## config.mk

```make
export PLATFORM = sky130hd
export DESIGN_NAME = color_quantizer
export DESIGN_NICKNAME = d
export VERILOG_FILES = /design/src/rtl/color_quantizer.sv
export SDC_FILE = /design/constraint.sdc
export NUM_CORES = 1
export LEC_CHECK = 0
export CORE_MARGIN = 2
export CORE_UTILIZATION = 35
export DETAILED_ROUTE_END_ITERATION = 7
export SLEW_MARGIN = 20
export SYNTH_ARGS = -nofsm -noshare
export SYNTH_HDL_FRONTEND = slang
export SYNTH_SLANG_ARGS = --single-unit
export TNS_END_PERCENT = 100
```

## constraint.sdc

```tcl
create_clock -name Clk -period 4.9 [get_ports Clk]
set_clock_uncertainty 0.1 [all_clocks]
set_input_delay 0.49 -clock Clk [delete_from_list [all_inputs] [get_ports Clk]]
set_output_delay 0.49 -clock Clk [all_outputs]
set_load 0.005 [all_outputs]
```

## src/rtl/color_quantizer.sv

```systemverilog
// RGB888 -> RGB332 streaming encoder with optional 2x2 ordered dither.
// Two-stage valid/ready pipeline (dither+saturate, then quantize); stalls hold all state.
module color_quantizer #(
  parameter int H_ACTIVE = 640,
  parameter int V_ACTIVE = 480,
  parameter int DITHER   = 0
) (
  input  logic       Clk,
  input  logic       Reset,
  input  logic       in_valid,
  output logic       in_ready,
  input  logic       in_sof,
  input  logic [7:0] in_red,
  input  logic [7:0] in_green,
  input  logic [7:0] in_blue,
  output logic       out_valid,
  input  logic       out_ready,
  output logic       out_sof,
  output logic [7:0] out_pixel
);

  localparam int XW = (H_ACTIVE > 1) ? $clog2(H_ACTIVE) : 1;
  localparam int YW = (V_ACTIVE > 1) ? $clog2(V_ACTIVE) : 1;
  localparam logic [XW-1:0] X_LAST = XW'(H_ACTIVE - 1);
  localparam logic [YW-1:0] Y_LAST = YW'(V_ACTIVE - 1);

  logic [XW-1:0]     r_x;
  logic [YW-1:0]     r_y;
  logic              r_s1_vld;
  logic              r_s1_sof;
  logic [7:0]        r_s1_r;
  logic [7:0]        r_s1_g;
  logic [7:0]        r_s1_b;
  logic              r_out_vld;
  logic              r_out_sof;
  logic [7:0]        r_out_pixel;

  logic              w_adv;
  logic              w_acc;
  logic [XW-1:0]     w_bx;
  logic [YW-1:0]     w_by;
  logic [XW-1:0]     w_nx;
  logic [YW-1:0]     w_ny;
  logic [1:0]        w_key;
  logic signed [9:0] w_off_rg;
  logic signed [9:0] w_off_b;
  logic [2:0]        w_r3;
  logic [2:0]        w_g3;
  logic [1:0]        w_b2;

  function automatic logic [7:0] sat(input logic [7:0] c, input logic signed [9:0] off);
    logic signed [9:0] s;
    s = $signed({2'b00, c}) + off;
    if (s < 10'sd0)
      return 8'd0;
    else if (s > 10'sd255)
      return 8'd255;
    else
      return s[7:0];
  endfunction

  assign w_adv    = !r_out_vld || out_ready;
  assign w_acc    = in_valid && w_adv;
  assign in_ready = w_adv;

  // A start-of-frame beat is pinned to (0,0) regardless of where the counters were.
  assign w_bx  = in_sof ? '0 : r_x;
  assign w_by  = in_sof ? '0 : r_y;
  assign w_key = {w_by[0], w_bx[0]};

  always_comb begin
    w_nx = w_bx + 1'b1;
    w_ny = w_by;
    if (w_bx == X_LAST) begin
      w_nx = '0;
      w_ny = (w_by == Y_LAST) ? '0 : w_by + 1'b1;
    end
  end

  always_comb begin
    w_off_rg = 10'sd0;
    w_off_b  = 10'sd0;
    if (DITHER != 0) begin
      case (w_key)
        2'b00:   begin w_off_rg = -10'sd12; w_off_b = -10'sd24; end
        2'b01:   begin w_off_rg =  10'sd4;  w_off_b =  10'sd8;  end
        2'b10:   begin w_off_rg =  10'sd12; w_off_b =  10'sd24; end
        default: begin w_off_rg = -10'sd4;  w_off_b = -10'sd8;  end
      endcase
    end
  end

  // Round-to-nearest scaling that maps each display level back to its own index.
  assign w_r3 = 3'(({3'b000, r_s1_r} * 11'd7 + 11'd128) >> 8);
  assign w_g3 = 3'(({3'b000, r_s1_g} * 11'd7 + 11'd128) >> 8);
  assign w_b2 = 2'(({3'b000, r_s1_b} * 11'd3 + 11'd128) >> 8);

  always_ff @(posedge Clk) begin
    if (Reset) begin
      r_x         <= '0;
      r_y         <= '0;
      r_s1_vld    <= 1'b0;
      r_s1_sof    <= 1'b0;
      r_s1_r      <= 8'd0;
      r_s1_g      <= 8'd0;
      r_s1_b      <= 8'd0;
      r_out_vld   <= 1'b0;
      r_out_sof   <= 1'b0;
      r_out_pixel <= 8'd0;
    end else if (w_adv) begin
      r_s1_vld    <= in_valid;
      r_s1_sof    <= in_sof;
      r_s1_r      <= sat(in_red,   w_off_rg);
      r_s1_g      <= sat(in_green, w_off_rg);
      r_s1_b      <= sat(in_blue,  w_off_b);
      r_out_vld   <= r_s1_vld;
      r_out_sof   <= r_s1_vld && r_s1_sof;
      r_out_pixel <= {w_r3, w_g3, w_b2};
      if (w_acc) begin
        r_x <= w_nx;
        r_y <= w_ny;
      end
    end
  end

  assign out_valid = r_out_vld;
  assign out_sof   = r_out_sof;
  assign out_pixel = r_out_pixel;

endmodule

```

==> summary.txt <==
most common cell after layout, fill and taps aside -> nand2_1
Layout Area Growth over Synthesis -> 23.1%
vias -> 2028
WL final -> 5000 µm
nature of the critical path endpoint -> primary output
startpoint types -> input port
gpl congestion -> 0.765
Max-slew headroom -> 62.1%
Resized cells post-CTS -> 0
Clock transition at path regs -> 0.07 ns
clock buffer count from CTS -> 5
minimum clock period -> 2.96 ns
initial antenna violation count -> 0
Rows -> 30
hold_buf cts -> 0
Final period util -> 60.3%
top cell family by delay on the critical path -> buffers and inverters
Root Buffer -> clkbuf_8
TritonCTS clock tree -> done
HP Class -> reg2reg
Boundary Pins -> 40
first-pass GRT wire length -> 8700 µm
most frequent cells in the layout -> nand2_1, ha_1, clkdlybuf4s50_1, inv_1, dfxtp_1
Synth cell types -> 28
H-tree levels -> 2
largest net degree at the start of global routing -> 48
fillers -> 705
hpwl dp -> 3760 µm
Final Max Slew Viols -> 0
IO buf count -> 39
YS warnings -> 0
die height -> 88.8 µm
RSZ-0062 raised after global routing -> no
Antenna Nets Post-Route -> 0
drt via density -> 4.68
CP arrival -> 2.37 ns
syn avg cell area -> 8.36 µm²
initial core utilization -> 36.6%
sequential share of the synthesized area -> 28.7%
Synth Instances -> 301
CP most frequent cell -> clkdlybuf4s50_1
critical path cell sequence -> clkdlybuf4s50_1 > nor2b_2 > buf_4 > inv_2 > clkdlybuf4s50_1
largest stage delay on the critical path -> 0.62 ns
Antenna diodes -> 0
die area -> 0.00788 mm²
Mapped Area -> 0.00251 mm²
Final TNS setup -> 0 ns
Least-Margin Pin Slew -> 0.568 ns
CP max stage cell -> clkdlybuf4s50_1
Power Total -> 792 µW
leakage power -> 0.00150 µW
design area -> 0.00310 mm²
WS Path Type -> in2out
CP startpoint -> out_ready
power density over the cells -> 256 mW/mm²
Die W -> 88.8 µm
GRT Total Usage -> 14.0%
drt initial violations -> 88
Placed Area -> 0.00298 mm²
layout cells sized above 1 -> 3.86%
WP data required -> 4.31 ns
min-delay src -> r_s1_vld
WL/cell -> 11.5 µm
worst-path maximum fanout -> 42
max-cap viol count -> 0
status -> complete, no violations
Final Setup Violations -> 0
Clock Path Buffers -> 2
final hold vios -> 0
GR Overflow Total -> 0
flops & latches, synth -> 36
setup bufs post-CTS -> 0
worst vdd ir -> 0.000125 V
DRT Pass-1 Iters -> 4
CP Buf/Inv Count -> 4
Sink Count -> 36
later-pin clock latency in the skew report -> 0.29 ns
core area -> 0.00687 mm²
Reg2Reg Launch Point -> r_s1_r[4]
fin nets -> 421
vias in the first global route -> 1950
Syn Nets -> 386
Max Clk Rate -> 0.338 GHz
drc violations -> 0
-- sequential cells by signal, summed over array words and instances (netlist names) --
register	count
out_pixel	8
out_sof	1
out_valid	1
r_s1_b	8
r_s1_g	8
r_s1_r	8
r_s1_sof	1
r_s1_vld	1
-- worst min-delay path, cell delays in order (launching register included) --
cell and delay [ns]:
dfxtp_1 0.31, nand2_1 0.05, a21oi_1 0.05
-- power by group --
part	internal (µW)	switching, µW
sequential	315	16.6
clock	151	113
combinational	99.8	97.8
total	565	227
-- metal layers --
| metal | GRT usage, % | part of all wire [%] | vias up |
|---|---|---|---|
| li1 | - | - | 1071 |
| met1 | 18.8 | 50 | 920 |
| met2 | 22.8 | 45 | 31 |
| met3 | 3.45 | 3.7 | 6 |
| met4 | 3.31 | 0.92 | 0 |
| met5 | 0 | 0 | - |
-- area by class of cell --
| type | instances | area, µm² | share of cell area, % |
|---|---|---|---|
| multi-input cells | 213 | 1590 | 51.4 |
| flip-flops and latches | 36 | 721 | 23.3 |
| repair buffers | 41 | 405 | 13.1 |
| inverters | 39 | 146 | 4.73 |
| well taps | 96 | 120 | 3.88 |
| clock buffers | 5 | 68.8 | 2.22 |
| clock inverters | 3 | 42.5 | 1.37 |
-- synthesized netlist by cell type --
| cell | number | area, µm² |
|---|---|---|
| nand2_1 | 55 | 206 |
| ha_1 | 44 | 551 |
| inv_1 | 38 | 143 |
| dfxtp_1 | 36 | 721 |
| a21oi_1 | 33 | 165 |
| fa_1 | 12 | 240 |
| o21ai_0 | 9 | 45.0 |
| buf_2 | 8 | 40.0 |
| nand3b_1 | 8 | 60.1 |
| nor2_1 | 8 | 30.0 |
| or3_1 | 8 | 50.1 |
| nor3_1 | 7 | 35.0 |
| a21o_1 | 6 | 45.0 |
| clkbuf_1 | 5 | 18.8 |
| nand3_1 | 5 | 25.0 |
| a211oi_1 | 4 | 30.0 |
| nand4_1 | 3 | 18.8 |
| o211ai_1 | 2 | 15.0 |
| a311oi_1 | 1 | 8.76 |
| a32o_1 | 1 | 10.0 |
| inv_2 | 1 | 3.75 |
| mux2i_1 | 1 | 10.0 |
| nand2b_1 | 1 | 6.26 |
| nor2b_1 | 1 | 6.26 |
| o2111ai_1 | 1 | 8.76 |
| o21a_1 | 1 | 7.51 |
| o41ai_1 | 1 | 8.76 |
| or2_2 | 1 | 6.26 |
-- logic make-up after synthesis --
family,Yosys count,synth area share (%)
flops,36,28.7
simple gates,97,17.7
fa+ha+maj,56,31.4
compound gates,59,13.7
buf+inv,52,8.16
mux,1,0.398
-- worst paths after layout --
check        cells after the start  slack [ns]            to
max                              5        1.94      in_ready
min                              2        0.35      r_s1_vld
max reg2reg                      9        2.08  out_pixel[6]
min reg2reg                      2        0.35      r_s1_vld
-- per-stage QoR --
step	std cells	hold slack (ns)	setup WS (ns)	util, %
finish	433	0.354	1.94	45.1
global route	433	0.376	1.80	45.1
CTS	433	0.356	1.94	45.1
detailed placement	425	0.345	1.95	43.4
global placement	425	0.340	1.96	43.4
floorplan	301	0.332	2.20	-
No activity file was read; power rests on OpenSTA's default activity.
